`config.mk`:
```
export PLATFORM = sky130hd
export DESIGN_NAME = loba_prod_acc_flat
export DESIGN_NICKNAME = d
export VERILOG_FILES = /design/src/rtl/loba_pkg.sv /design/src/rtl/loba_prod_acc_if.sv /design/src/rtl/loba_sat_add.sv /design/src/rtl/loba_prod_acc.sv /design/src/flat_wrapper.sv
export SDC_FILE = /design/constraint.sdc
export NUM_CORES = 1
export LEC_CHECK = 0
export ABC_AREA = 1
export ABC_CLOCK_PERIOD_IN_PS = 3100
export CELL_PAD_IN_SITES_DETAIL_PLACEMENT = 0
export CELL_PAD_IN_SITES_GLOBAL_PLACEMENT = 1
export CORE_ASPECT_RATIO = 0.7
export CORE_UTILIZATION = 40
export CTS_BUF_LIST = sky130_fd_sc_hd__clkbuf_8
export DETAILED_ROUTE_END_ITERATION = 16
export HOLD_SLACK_MARGIN = 0.06
export PLACE_DENSITY = 0.87
export SLEW_MARGIN = 20
export SYNTH_ARGS = -nofsm -noshare
export SYNTH_HDL_FRONTEND = slang
export SYNTH_SLANG_ARGS = --single-unit
```
`constraint.sdc`:
```
create_clock -name clk -period 3.1 [get_ports clk]
set_input_delay 0.465 -clock clk [delete_from_list [all_inputs] [get_ports clk]]
set_output_delay 0.465 -clock clk [all_outputs]
set_load 0.02 [all_outputs]
```
`src/rtl/loba_pkg.sv`:
```
// Shared widths and state encoding for the LOBA product accumulator.
package loba_pkg;
  localparam int LOBA_P_W   = 32;
  localparam int LOBA_ACC_W = 40;
  localparam int LOBA_CNT_W = 8;

  typedef enum logic [1:0] {
    ST_IDLE  = 2'd0,
    ST_ACCUM = 2'd1,
    ST_HOLD  = 2'd2
  } loba_state_e;
endpackage

```
`src/rtl/loba_prod_acc_if.sv`:
```
// Product stream in, group result out; slave side is the accumulator.
interface loba_prod_acc_if
  import loba_pkg::*;
#(
  parameter int P_W   = LOBA_P_W,
  parameter int ACC_W = LOBA_ACC_W,
  parameter int CNT_W = LOBA_CNT_W
);
  logic             in_valid;
  logic             in_ready;
  logic [P_W-1:0]   in_p;
  logic             in_last;
  logic             out_valid;
  logic             out_ready;
  logic [ACC_W-1:0] out_sum;
  logic [CNT_W-1:0] out_cnt;
  logic             out_ovf;

  modport master (
    output in_valid, in_p, in_last, out_ready,
    input  in_ready, out_valid, out_sum, out_cnt, out_ovf
  );

  modport slave (
    input  in_valid, in_p, in_last, out_ready,
    output in_ready, out_valid, out_sum, out_cnt, out_ovf
  );
endinterface

```
`src/rtl/loba_sat_add.sv`:
```
// Unsigned W-bit add that clamps to all-ones on carry and reports the carry.
module loba_sat_add #(
  parameter int W = 40
) (
  input  logic [W-1:0] a_i,
  input  logic [W-1:0] b_i,
  output logic [W-1:0] sum_o,
  output logic         carry_o
);
  logic [W:0] full_w;

  // Once a sum is all-ones any further add carries or adds zero, so it stays pinned.
  assign full_w  = {1'b0, a_i} + {1'b0, b_i};
  assign carry_o = full_w[W];
  assign sum_o   = full_w[W] ? '1 : full_w[W-1:0];
endmodule

```
`src/rtl/loba_prod_acc.sv`:
```
// Saturating accumulator for a stream of approximate products, one result per group.
module loba_prod_acc
  import loba_pkg::*;
#(
  parameter int P_W   = LOBA_P_W,
  parameter int ACC_W = LOBA_ACC_W,
  parameter int CNT_W = LOBA_CNT_W
) (
  input  logic           clk,
  input  logic           rst,
  loba_prod_acc_if.slave bus
);
  localparam logic [CNT_W-1:0] CNT_MAX = '1;

  loba_state_e      state_q, state_d;
  logic [ACC_W-1:0] acc_q, acc_d, out_sum_q, out_sum_d;
  logic [CNT_W-1:0] cnt_q, cnt_d, out_cnt_q, out_cnt_d;
  logic             ovf_q, ovf_d, out_ovf_q, out_ovf_d;
  logic [ACC_W-1:0] p_ext_w, sum_w;
  logic             carry_w, accept_w, first_w;

  assign p_ext_w       = ACC_W'(bus.in_p);
  // Ready depends only on registered state, never on out_ready.
  assign bus.in_ready  = (state_q != ST_HOLD);
  assign bus.out_valid = (state_q == ST_HOLD);
  assign bus.out_sum   = out_sum_q;
  assign bus.out_cnt   = out_cnt_q;
  assign bus.out_ovf   = out_ovf_q;
  assign accept_w      = bus.in_valid & bus.in_ready;
  // IDLE means no open group: the next beat restarts acc instead of adding stale data.
  assign first_w       = (state_q == ST_IDLE);

  loba_sat_add #(.W(ACC_W)) u_add (
    .a_i    (acc_q),
    .b_i    (p_ext_w),
    .sum_o  (sum_w),
    .carry_o(carry_w)
  );

  // Next state, running sum/count/overflow, and result capture on the last beat.
  always_comb begin
    state_d   = state_q;
    acc_d     = acc_q;
    cnt_d     = cnt_q;
    ovf_d     = ovf_q;
    out_sum_d = out_sum_q;
    out_cnt_d = out_cnt_q;
    out_ovf_d = out_ovf_q;
    if (accept_w) begin
      if (first_w) begin
        acc_d = p_ext_w;
        cnt_d = CNT_W'(1);
        ovf_d = 1'b0;
      end else begin
        acc_d = sum_w;
        cnt_d = (cnt_q == CNT_MAX) ? cnt_q : cnt_q + CNT_W'(1);
        ovf_d = ovf_q | carry_w;
      end
      if (bus.in_last) begin
        state_d   = ST_HOLD;
        out_sum_d = acc_d;
        out_cnt_d = cnt_d;
        out_ovf_d = ovf_d;
      end else begin
        state_d = ST_ACCUM;
      end
    end else if (state_q == ST_HOLD && bus.out_ready) begin
      state_d = ST_IDLE;
    end
  end

  // State and data registers; reset drops any partial group.
  always_ff @(posedge clk) begin
    if (rst) begin
      state_q   <= ST_IDLE;
      acc_q     <= '0;
      cnt_q     <= '0;
      ovf_q     <= 1'b0;
      out_sum_q <= '0;
      out_cnt_q <= '0;
      out_ovf_q <= 1'b0;
    end else begin
      state_q   <= state_d;
      acc_q     <= acc_d;
      cnt_q     <= cnt_d;
      ovf_q     <= ovf_d;
      out_sum_q <= out_sum_d;
      out_cnt_q <= out_cnt_d;
      out_ovf_q <= out_ovf_d;
    end
  end
endmodule

```
`src/flat_wrapper.sv`:
```
// flat-port wrapper written by rule: the top's interface ports become plain ports
module loba_prod_acc_flat import loba_pkg::*;
#(
  parameter int P_W   = LOBA_P_W,
  parameter int ACC_W = LOBA_ACC_W,
  parameter int CNT_W = LOBA_CNT_W
)
  (clk, rst, bus_in_valid, bus_in_p, bus_in_last, bus_out_ready, bus_in_ready, bus_out_valid, bus_out_sum, bus_out_cnt, bus_out_ovf);
  loba_prod_acc_if #(.P_W(P_W), .ACC_W(ACC_W), .CNT_W(CNT_W)) bus_i ();
  input  logic clk;
  input  logic rst;
  input wire logic [$bits(bus_i.in_valid)-1:0] bus_in_valid;
  input wire logic [$bits(bus_i.in_p)-1:0] bus_in_p;
  input wire logic [$bits(bus_i.in_last)-1:0] bus_in_last;
  input wire logic [$bits(bus_i.out_ready)-1:0] bus_out_ready;
  output wire logic [$bits(bus_i.in_ready)-1:0] bus_in_ready;
  output wire logic [$bits(bus_i.out_valid)-1:0] bus_out_valid;
  output wire logic [$bits(bus_i.out_sum)-1:0] bus_out_sum;
  output wire logic [$bits(bus_i.out_cnt)-1:0] bus_out_cnt;
  output wire logic [$bits(bus_i.out_ovf)-1:0] bus_out_ovf;
  assign bus_i.in_valid = bus_in_valid;
  assign bus_i.in_p = bus_in_p;
  assign bus_i.in_last = bus_in_last;
  assign bus_i.out_ready = bus_out_ready;
  assign bus_in_ready = bus_i.in_ready;
  assign bus_out_valid = bus_i.out_valid;
  assign bus_out_sum = bus_i.out_sum;
  assign bus_out_cnt = bus_i.out_cnt;
  assign bus_out_ovf = bus_i.out_ovf;
  loba_prod_acc #(.P_W(P_W), .ACC_W(ACC_W), .CNT_W(CNT_W)) u_core (.clk(clk), .rst(rst), .bus(bus_i));
endmodule
```
== Yosys cells after proc, flatten, opt, wreduce, memory -nomap -nowiden ==
Cells that the tools add are included.

* Flip-flop bits (word level): 100
* Bits of input ports: 37
* Output and inout bits: 51
* Logic and storage cells: 26

* Add/sub/neg operators: 2
* Eq/ne operators: 3
* Multiplexer cells: 8
* Bitwise logic cells: 2
* Reductions and logical operators: 4

{| class="wikitable"
|+ Operator list
! cell !! count
|-
| two-way mux 40 bit || 2
|-
| adder 40 x 32 -> 41 bit || 1
|-
| two-way mux 8 bit || 2
|-
| adder 8 x 1 -> 8 bit, second input constant || 1
|-
| equality test 8 bit, second input constant || 1
|-
| two-way mux 2 bit || 3
|-
| equality test 2 bit, second input constant || 1
|-
| logical NOT 2 bit || 1
|-
| inequality test 2 bit, second input constant || 1
|-
| AND reduction 2 bit || 1
|-
| nonzero test 2 bit || 1
|-
| AND 1 bit || 1
|-
| logical AND 1 bit || 1
|-
| two-way mux 1 bit || 1
|-
| OR 1 bit || 1
|}

== Longest topological paths before layout ==
Gate-level depths: netlist of the first run.

* Word-level depth: 4
* Gate-level depth with buffers: 16
* Mapped depth without buffers: 16

== Modules after synthesis ==
From an unflattened synthesis of the first run, not the netlist that was laid out.

* Cells, all modules: 1,110
* Area, all modules: 7,113.1 um^2

{| class="wikitable"
|+ By module, submodules not included
! module !! times used !! cells an instance !! area each (um^2) !! seq. area each (um^2)
|-
| loba_prod_acc || 1 || 443 || 3,875.0 || 2,001.9
|-
| loba_sat_add || 1 || 667 || 3,238.1 || 0.0
|}

== Least setup slack after synthesis of the first run ==
No wires, ideal clock.

* Kind: input-to-reg
* From: input port bus_in_p[0]
* To: register u_core.acc_q[19]
* Library setup time: 0.128 ns
* Arrival time: 2.176 ns
* Path slack: 0.795 ns
* Stages: 15
* Path buffers: 1
* Cell sequence: ha_1 -> fa_1 -> nand2_1 -> nand3_1 -> nand3_2 -> nand2_2 -> nand2_1 -> nand2_2 -> nand2_2 -> nand2_4 -> a21oi_2 -> buf_4 -> nand2_1 -> nand2_1 -> a21oi_1

* Cells in the longest elaborated chain, start to end: 3

{| class="wikitable"
|+ Ends and longest elaborated chain
! item !! RTL line !! RTL
|-
| start: declaration || flat_wrapper.sv:13 || <nowiki>input wire logic [$bits(bus_i.in_p)-1:0] bus_in_p;</nowiki>
|-
| adder 40 x 32 -> 41 bit || loba_sat_add.sv:13 || <nowiki>assign full_w = {1'b0, a_i} + {1'b0, b_i};</nowiki>
|-
| two-way mux 40 bit || loba_sat_add.sv:15 || <nowiki>assign sum_o = full_w[W] ? '1 : full_w[W-1:0];</nowiki>
|-
| two-way mux 40 bit || loba_prod_acc.sv:50 || <nowiki>if (first_w) begin</nowiki>
|-
| end signal: assignment || loba_prod_acc.sv:76 || <nowiki>acc_q <= '0;</nowiki>
|-
| end signal: assignment || loba_prod_acc.sv:84 || <nowiki>acc_q <= acc_d;</nowiki>
|-
| end: declaration || loba_prod_acc.sv:16 || <nowiki>logic [ACC_W-1:0] acc_q, acc_d, out_sum_q, out_sum_d;</nowiki>
|}

No other way between the ends.
A chain may end at the register's enable or synchronous reset.

== Final worst setup path of the first run ==
* From: input port bus_in_p[0]
* To: register u_core.acc_q[18]

The elaborated chain is that of the path after synthesis.

==> qor.yml, run 1 <==
sta:
  finalCritPeriodShare: 0.8329
  setup_viol: 0
  finalHoldViolCount: 0
  post-route-min-period_ns: 2.582
  finalSetupTns_ns: 0
  tightest_slew_ns: 0.8730
  rsz0062_at_grt: "false"
  slew_headroom: 0.4180
  finalClockSkew_ns: 0.01458
  max_freq_ghz: 0.3873
  maxSlewViolCount: 0
die:
  fp.dieW_um: 158.0
  start_util: 0.4130
  die_area_mm2: 0.01756
  die_h_um: 111.2
  rows: 39
  core_area_mm2: 0.01649
  pin_count: 88
drt:
  wire_per_inst_um: 14.24
  viasPerCell: 4.846
  drt_iter0_drc: 409
  vias: 6731
  antenna_left: 0
  first_pass_iters: 5
  postRouteWirelength_um: 19780
  drc: 0
global_route:
  grt_antenna_before_repair: 0
  grt.total_usage: 0.2352
  grt_pass1_wl_um: 32330
  grt_start_max_net_pins: 101
  grt-ovfl-total: 0
  grt_pass1_vias: 6205
synthesis:
  syn_area_mm2: 0.006812
  synth-async-reset-ratio: 0
  synth-main-ff-cell: "dfxtp_1"
  yosysSeqAreaShare: 0.2939
  synthDistinctLibCells: 37
  synth_seq_cells: 100
  synth_edf_count: 0
  syn_nets: 1152
  synth_cells: 1081
  synth.avg_cell_area_um2: 6.301
  synth_warnings: 0
clock_network:
  cts.sinks: 100
  hold_buffers: 0
  clk_path_buf_depth: 2
  clk_latency_ns: 0.41
  root_buffer: "clkbuf_8"
  clk_pin_slew_ns: 0.11
  post_cts_buffers: 0
  htree_levels: 3
  cts-buffers-inserted: 9
  cts_tree: "done"
  cts_resized: 0
placed_design:
  portBuffers: 87
  gp_congestion: 0.9474
  dpl_cell_area_mm2: 0.007939
  dp_hpwl_um: 15380
cells_and_area:
  fillCellCount: 1778
  antenna_cells: 0
  area_growth_pct: 19.53
  drive_above_1_share: 0.07131
  final_nets: 1230
  mostFrequentLayoutCell: "nand2_1"
  layout_common_cells: "359 x nand2_1, 122 x inv_1, 100 x dfxtp_1"
  stdcell_area_mm2: 0.008142
power_and_ir_drop:
  pwr-share-comb: 0.349
  power_frac_seq: 0.407
  total_power_mw: 3.549
  powerDensity_mw_per_mm2: 436.0
  leakagePower_nw: 3.754
  vdd_drop_max_v: 0.0001938
  switching_share: 0.3881
  internal_power_mw: 2.172
  pwr-share-clk: 0.245
  switching_power_mw: 1.377
critical_path:
  critical_path.top_delay_family: "simple AND/OR/NAND/NOR gates"
  path_depth: 15
  path_buf_inv: 1
  cp_slowest_cell: "clkdlybuf4s50_1"
  reg2reg_from: "u_core.acc_q[0]"
  crit_path_frequent_cell: "nand2_2"
  r2r_slack_ns: 0.76
  r2r_end: "u_core.acc_q[18]"
  slowest_delay_ns: 0.46
  cp_data_arrival_time_ns: 2.85
  rr_worst_depth: 14
  crit_path_start: "bus_in_p[0]"
  endpoint: "u_core.acc_q[18]"
  crit_type: "in2reg"
  cp_cell_sequence: "clkdlybuf4s50_1 > ha_1 > fa_1 > nand2_1 > nand3_1 > nand3_2 > nand2_2 > nand2_1 > nand2_2 > nand2_2 > nand2_4 > nand2_2 > nand3_1 > o21ai_1 > a21oi_1"
  required_ns: 3.36
  critPathLaunchType: "primary input"
  path_max_fanout: 10
  crit_path_end_kind: "flop"
run:
  cap_violations: 0
hold_path:
  hold_path_class: "reg2reg"
run_status:
  status: "finished, final reports clean"
[cells by family after synthesis]
| group | count (synthesis) | share of synthesized area |
|---|---|---|
| simple gates | 554 | 0.3406 |
| compound gates | 207 | 0.1798 |
| fa+ha+maj | 34 | 0.06356 |
| xor+xnor | 22 | 0.02829 |
| buf+inv | 164 | 0.09386 |
| flops | 100 | 0.2939 |
[synthesized netlist by cell type (10+ instances only)]
library cell / n / share of area
a21oi_1: 70 / 0.051
clkbuf_1: 25 / 0.014
dfxtp_1: 100 / 0.29
ha_1: 33 / 0.061
inv_1: 122 / 0.067
nand2_1: 359 / 0.20
nand3_1: 45 / 0.033
nor2_1: 96 / 0.053
o21ai_0: 78 / 0.057
o21ai_1: 30 / 0.022
o21bai_1: 11 / 0.012
o21bai_4: 10 / 0.028
or2_2: 15 / 0.014
xor2_1: 17 / 0.022
[power by group through the flow]
stage               combinational, mW  clock (mW)  sequential (mW)
floorplan                       0.812           0             1.50
global placement                 1.22           0             1.47
detailed placement               1.23           0             1.47
CTS                              1.23       0.898             1.44
global route                     1.38       0.966             1.46
finish                           1.24       0.868             1.44
[sequential cells by signal (all words and copies together), names as in the netlist]
register and flops:
u_core.bus.out_sum 40, u_core.acc_q 40, u_core.bus.out_ovf 1, u_core.state_q 2, u_core.cnt_q 8, u_core.bus.out_cnt 8, u_core.ovf_q 1
[worst min path at each step]
stage	start	cells after the start	endpoint	slack [ns]
2_1_floorplan	u_core.state_q[1]	2	u_core.state_q[1]	0.49
3_3_place_gp	u_core.bus.out_sum[24]	2	u_core.bus.out_sum[24]	0.44
3_5_place_dp	u_core.bus.out_sum[26]	2	u_core.bus.out_sum[26]	0.45
4_1_cts	u_core.bus.out_sum[26]	2	u_core.bus.out_sum[26]	0.46
5_1_grt	u_core.bus.out_sum[30]	2	u_core.bus.out_sum[30]	0.48
6_report	u_core.bus.out_sum[8]	2	u_core.bus.out_sum[8]	0.46
[area by class of cell]
| cell class | instances | area, um2 | area share |
|---|---|---|---|
| multi-input combinational | 817 | 4170 | 0.5122 |
| sequential | 100 | 2002 | 0.2459 |
| timing repair buffer | 100 | 993.5 | 0.1220 |
| inverter | 131 | 491.7 | 0.06040 |
| tap | 225 | 281.5 | 0.03458 |
| clock buffer | 9 | 123.9 | 0.01521 |
| clock inverter | 7 | 78.83 | 0.009682 |
[tightest hold or removal path, delay by kind of cell, from the launching register on]
kind / cells / cell delay [ns]
DFF: 1 / 0.32
and+or+nand+nor: 1 / 0.05
AOI/OAI and AO/OA: 1 / 0.05
[metrics by stage]
step,hold slack (ns),instances,worst slack [ns],utilization
finish,0.4579,1389,0.5180,0.4936
global route,0.4800,1389,0.3426,0.4936
CTS,0.4629,1389,0.5620,0.4936
detailed placement,0.4467,1373,0.1299,0.4813
global placement,0.4388,1373,0.1967,0.4813
floorplan,0.4916,1081,0.7954,-
[per-layer routing]
layer	track usage	wire, um	share of wire
met1	0.3642	10810	0.55
met2	0.3292	7677	0.39
met3	0.03987	1026	0.052
met4	0.05833	263	0.013
met5	0	0	0
Note: power is estimated with default switching activity, not from simulation.
==> run 2, diff against run 1 <==
--- a/config.mk
+++ b/config.mk
@@ -6,7 +6,7 @@
 export NUM_CORES = 1
 export LEC_CHECK = 0
 export ABC_AREA = 1
-export ABC_CLOCK_PERIOD_IN_PS = 3100
+export ABC_CLOCK_PERIOD_IN_PS = 2400
 export CELL_PAD_IN_SITES_DETAIL_PLACEMENT = 0
 export CELL_PAD_IN_SITES_GLOBAL_PLACEMENT = 1
 export CORE_ASPECT_RATIO = 0.7
==> constraint.sdc (replaced) <==
create_clock -name clk -period 2.4 [get_ports clk]
set_input_delay 0.36 -clock clk [delete_from_list [all_inputs] [get_ports clk]]
set_output_delay 0.36 -clock clk [all_outputs]
set_load 0.02 [all_outputs]
==> qor.yml, run 2 (synthesis results as in run 1) <==
run_status:
  status: "finished, final reports clean"
sta:
  tightest_slew_ns: 0.5727  # -0.3003 ns
  setup_viol: 0  # unchanged
  finalClockSkew_ns: 0.01472  # +0.0001450 ns
  whs_ns: 0.4279  # -0.02996 ns
  rsz0062_at_grt: "true"
  maxSlewViolCount: 0  # unchanged
  fin_ws_ns: 0.1011  # -0.4169 ns
  finalHoldViolCount: 0  # unchanged
  max_freq_ghz: 0.4350
  slew_headroom: 0.6147  # +0.1967
  post-route-min-period_ns: 2.299
  finalCritPeriodShare: 0.9579
cells_and_area:
  drive_above_1_share: 0.1814  # +0.1101
  antenna_cells: 0  # unchanged
  layout_common_cells: "350 x nand2_1, 123 x inv_1, 112 x buf_4"
  final_nets: 1334  # +8.5%
  mostFrequentLayoutCell: "nand2_1"
  fillCellCount: 1705  # -4.1%
  area_growth_pct: 35.80
die:
  start_util: 0.4130  # unchanged
  fp.dieW_um: 158.0  # unchanged
  die_h_um: 111.2  # unchanged
  rows: 39  # unchanged
  die_area_mm2: 0.01756  # unchanged
  core_area_mm2: 0.01649  # unchanged
  pin_count: 88  # unchanged
clock_network:
  clk_pin_slew_ns: 0.10  # about the same
  htree_levels: 3  # unchanged
  cts-buffers-inserted: 9  # unchanged
  clk_latency_ns: 0.40  # about the same
  root_buffer: "clkbuf_8"
  cts_tree: "done"
  clk_path_buf_depth: 2  # unchanged
  post_cts_buffers: 0  # unchanged
  cts.sinks: 100  # unchanged
drt:
  wire_per_inst_um: 14.53  # +2.1%
  postRouteWirelength_um: 21700  # +9.7%
  antenna_left: 0  # unchanged
  viasPerCell: 4.845  # about the same
  drc: 0  # unchanged
  vias: 7234  # +7.5%
  drt_iter0_drc: 430  # +5.1%
  first_pass_iters: 5  # unchanged
critical_path:
  r2r_end: "u_core.acc_q[22]"
  path_max_fanout: 6  # -4
  cp_data_arrival_time_ns: 2.58  # -0.27 ns
  critical_path.top_delay_family: "buffers and inverters"
  path_buf_inv: 3  # +2
  rr_worst_depth: 15  # +1
  r2r_slack_ns: 0.16  # -0.60 ns
  slowest_delay_ns: 0.55  # +0.09 ns
  cp_cell_sequence: "clkdlybuf4s50_1 > ha_4 > nand2_2 > inv_1 > nand2_1 > nand2_1 > a21oi_1 > nand2_2 > nand2_2 > nand2_4 > a21oi_4 > clkbuf_16 > nand2_1 > nand2_2 > a21oi_1"
  crit_path_frequent_cell: "nand2_2"
  cp_slowest_cell: "clkdlybuf4s50_1"
  required_ns: 2.68  # -0.68 ns
  reg2reg_from: "u_core.acc_q[0]"
  critPathLaunchType: "primary input"
  crit_type: "in2reg"
  crit_path_end_kind: "flop"
global_route:
  grt_start_max_net_pins: 101  # unchanged
  grt_antenna_before_repair: 0  # unchanged
  grt.total_usage: 0.2516  # +0.01633
  grt_pass1_vias: 6721  # +8.3%
  grt-ovfl-total: 0  # unchanged
  grt_pass1_wl_um: 34520  # +6.8%
run:
  cap_violations: 0  # unchanged
placed_design:
  gp_congestion: 0.9237  # -2.5%
  place_ws_ns: -0.3849  # -0.5148 ns
  dp_hpwl_um: 16460  # +7.0%
  portBuffers: 87  # unchanged
hold_path:
  whs_endpoint: "u_core.acc_q[0]"
  hold_depth: 4  # +2
  hold_path_class: "in2reg"
  min-delay-start: "bus_in_p[0]"
power_and_ir_drop:
  powerDensity_mw_per_mm2: 543.8  # +25%
  leakagePower_nw: 4.310  # +15%
  vdd_drop_max_v: 0.0002670  # +38%
-- run 2: timing repair --
item	4_1_cts	5_1_grt
gates resized for setup	0	48
hold buffers	0	0
endpoints found under the setup margin	0	76
-- run 2: area by class of cell --
type / instances / area (um2) / share of cell area
repair buffers: 203 / 1799 / 0.1945
multi-input cells: 818 / 4478 / 0.4841
well taps: 225 / 281.5 / 0.03043
clock inverters: 7 / 72.57 / 0.007845
flip-flops and latches: 100 / 2003 / 0.2166
inverters: 131 / 491.7 / 0.05316
clock buffers: 9 / 123.9 / 0.01339
-- run 2: stage by stage --
stage	TNS [ns]	instance area (um2)	utilization	instances	power [mW]
after detailed placement	-24.91	8717	0.5285	1475	3.762
after CTS	0	8914	0.5404	1491	4.921
after global routing	-0.001092	9250	0.5608	1493	5.363
final	0	9250	0.5608	1493	5.030
after global placement	-23.18	8717	0.5285	1475	3.744
after floorplan	0	6812	-	1081	2.989
-- run 2: where the power goes --
group	leakage, nW	internal [mW]	switching (mW)	total, mW
registers	0.823	1.79	0.0902	1.88
clock network	0.102	0.489	0.666	1.15
logic	3.39	0.888	1.11	2.00
total	4.31	3.16	1.87	5.03
-- run 2: worst max-delay path by stage --
stage / startpoint / cells after the start / to / slack (ns)
final: bus_in_p[14] / 15 / u_core.acc_q[22] / 0.10
after global routing: bus_in_p[17] / 14 / u_core.acc_q[35] / -0.001
after CTS: bus_in_p[0] / 15 / u_core.acc_q[18] / 0.04
after detailed placement: bus_in_p[0] / 15 / u_core.acc_q[18] / -0.38
after global placement: bus_in_p[0] / 16 / u_core.ovf_q / -0.35
after floorplan: bus_in_p[0] / 15 / u_core.acc_q[19] / 0.20
-- run 2: routing by layer --
layer | GRT usage | part of all wire
met4 | 0.05449 | 0.011
met1 | 0.3859 | 0.54
met2 | 0.3612 | 0.40
met3 | 0.04105 | 0.049
met5 | 0 | 0
-- run 2: worst min-delay path, cell delays in order --
cell,delay [ns]
dlymetal6s2s_1,0.14
nor2_1,0.09
o21bai_1,0.13
a21oi_1,0.07
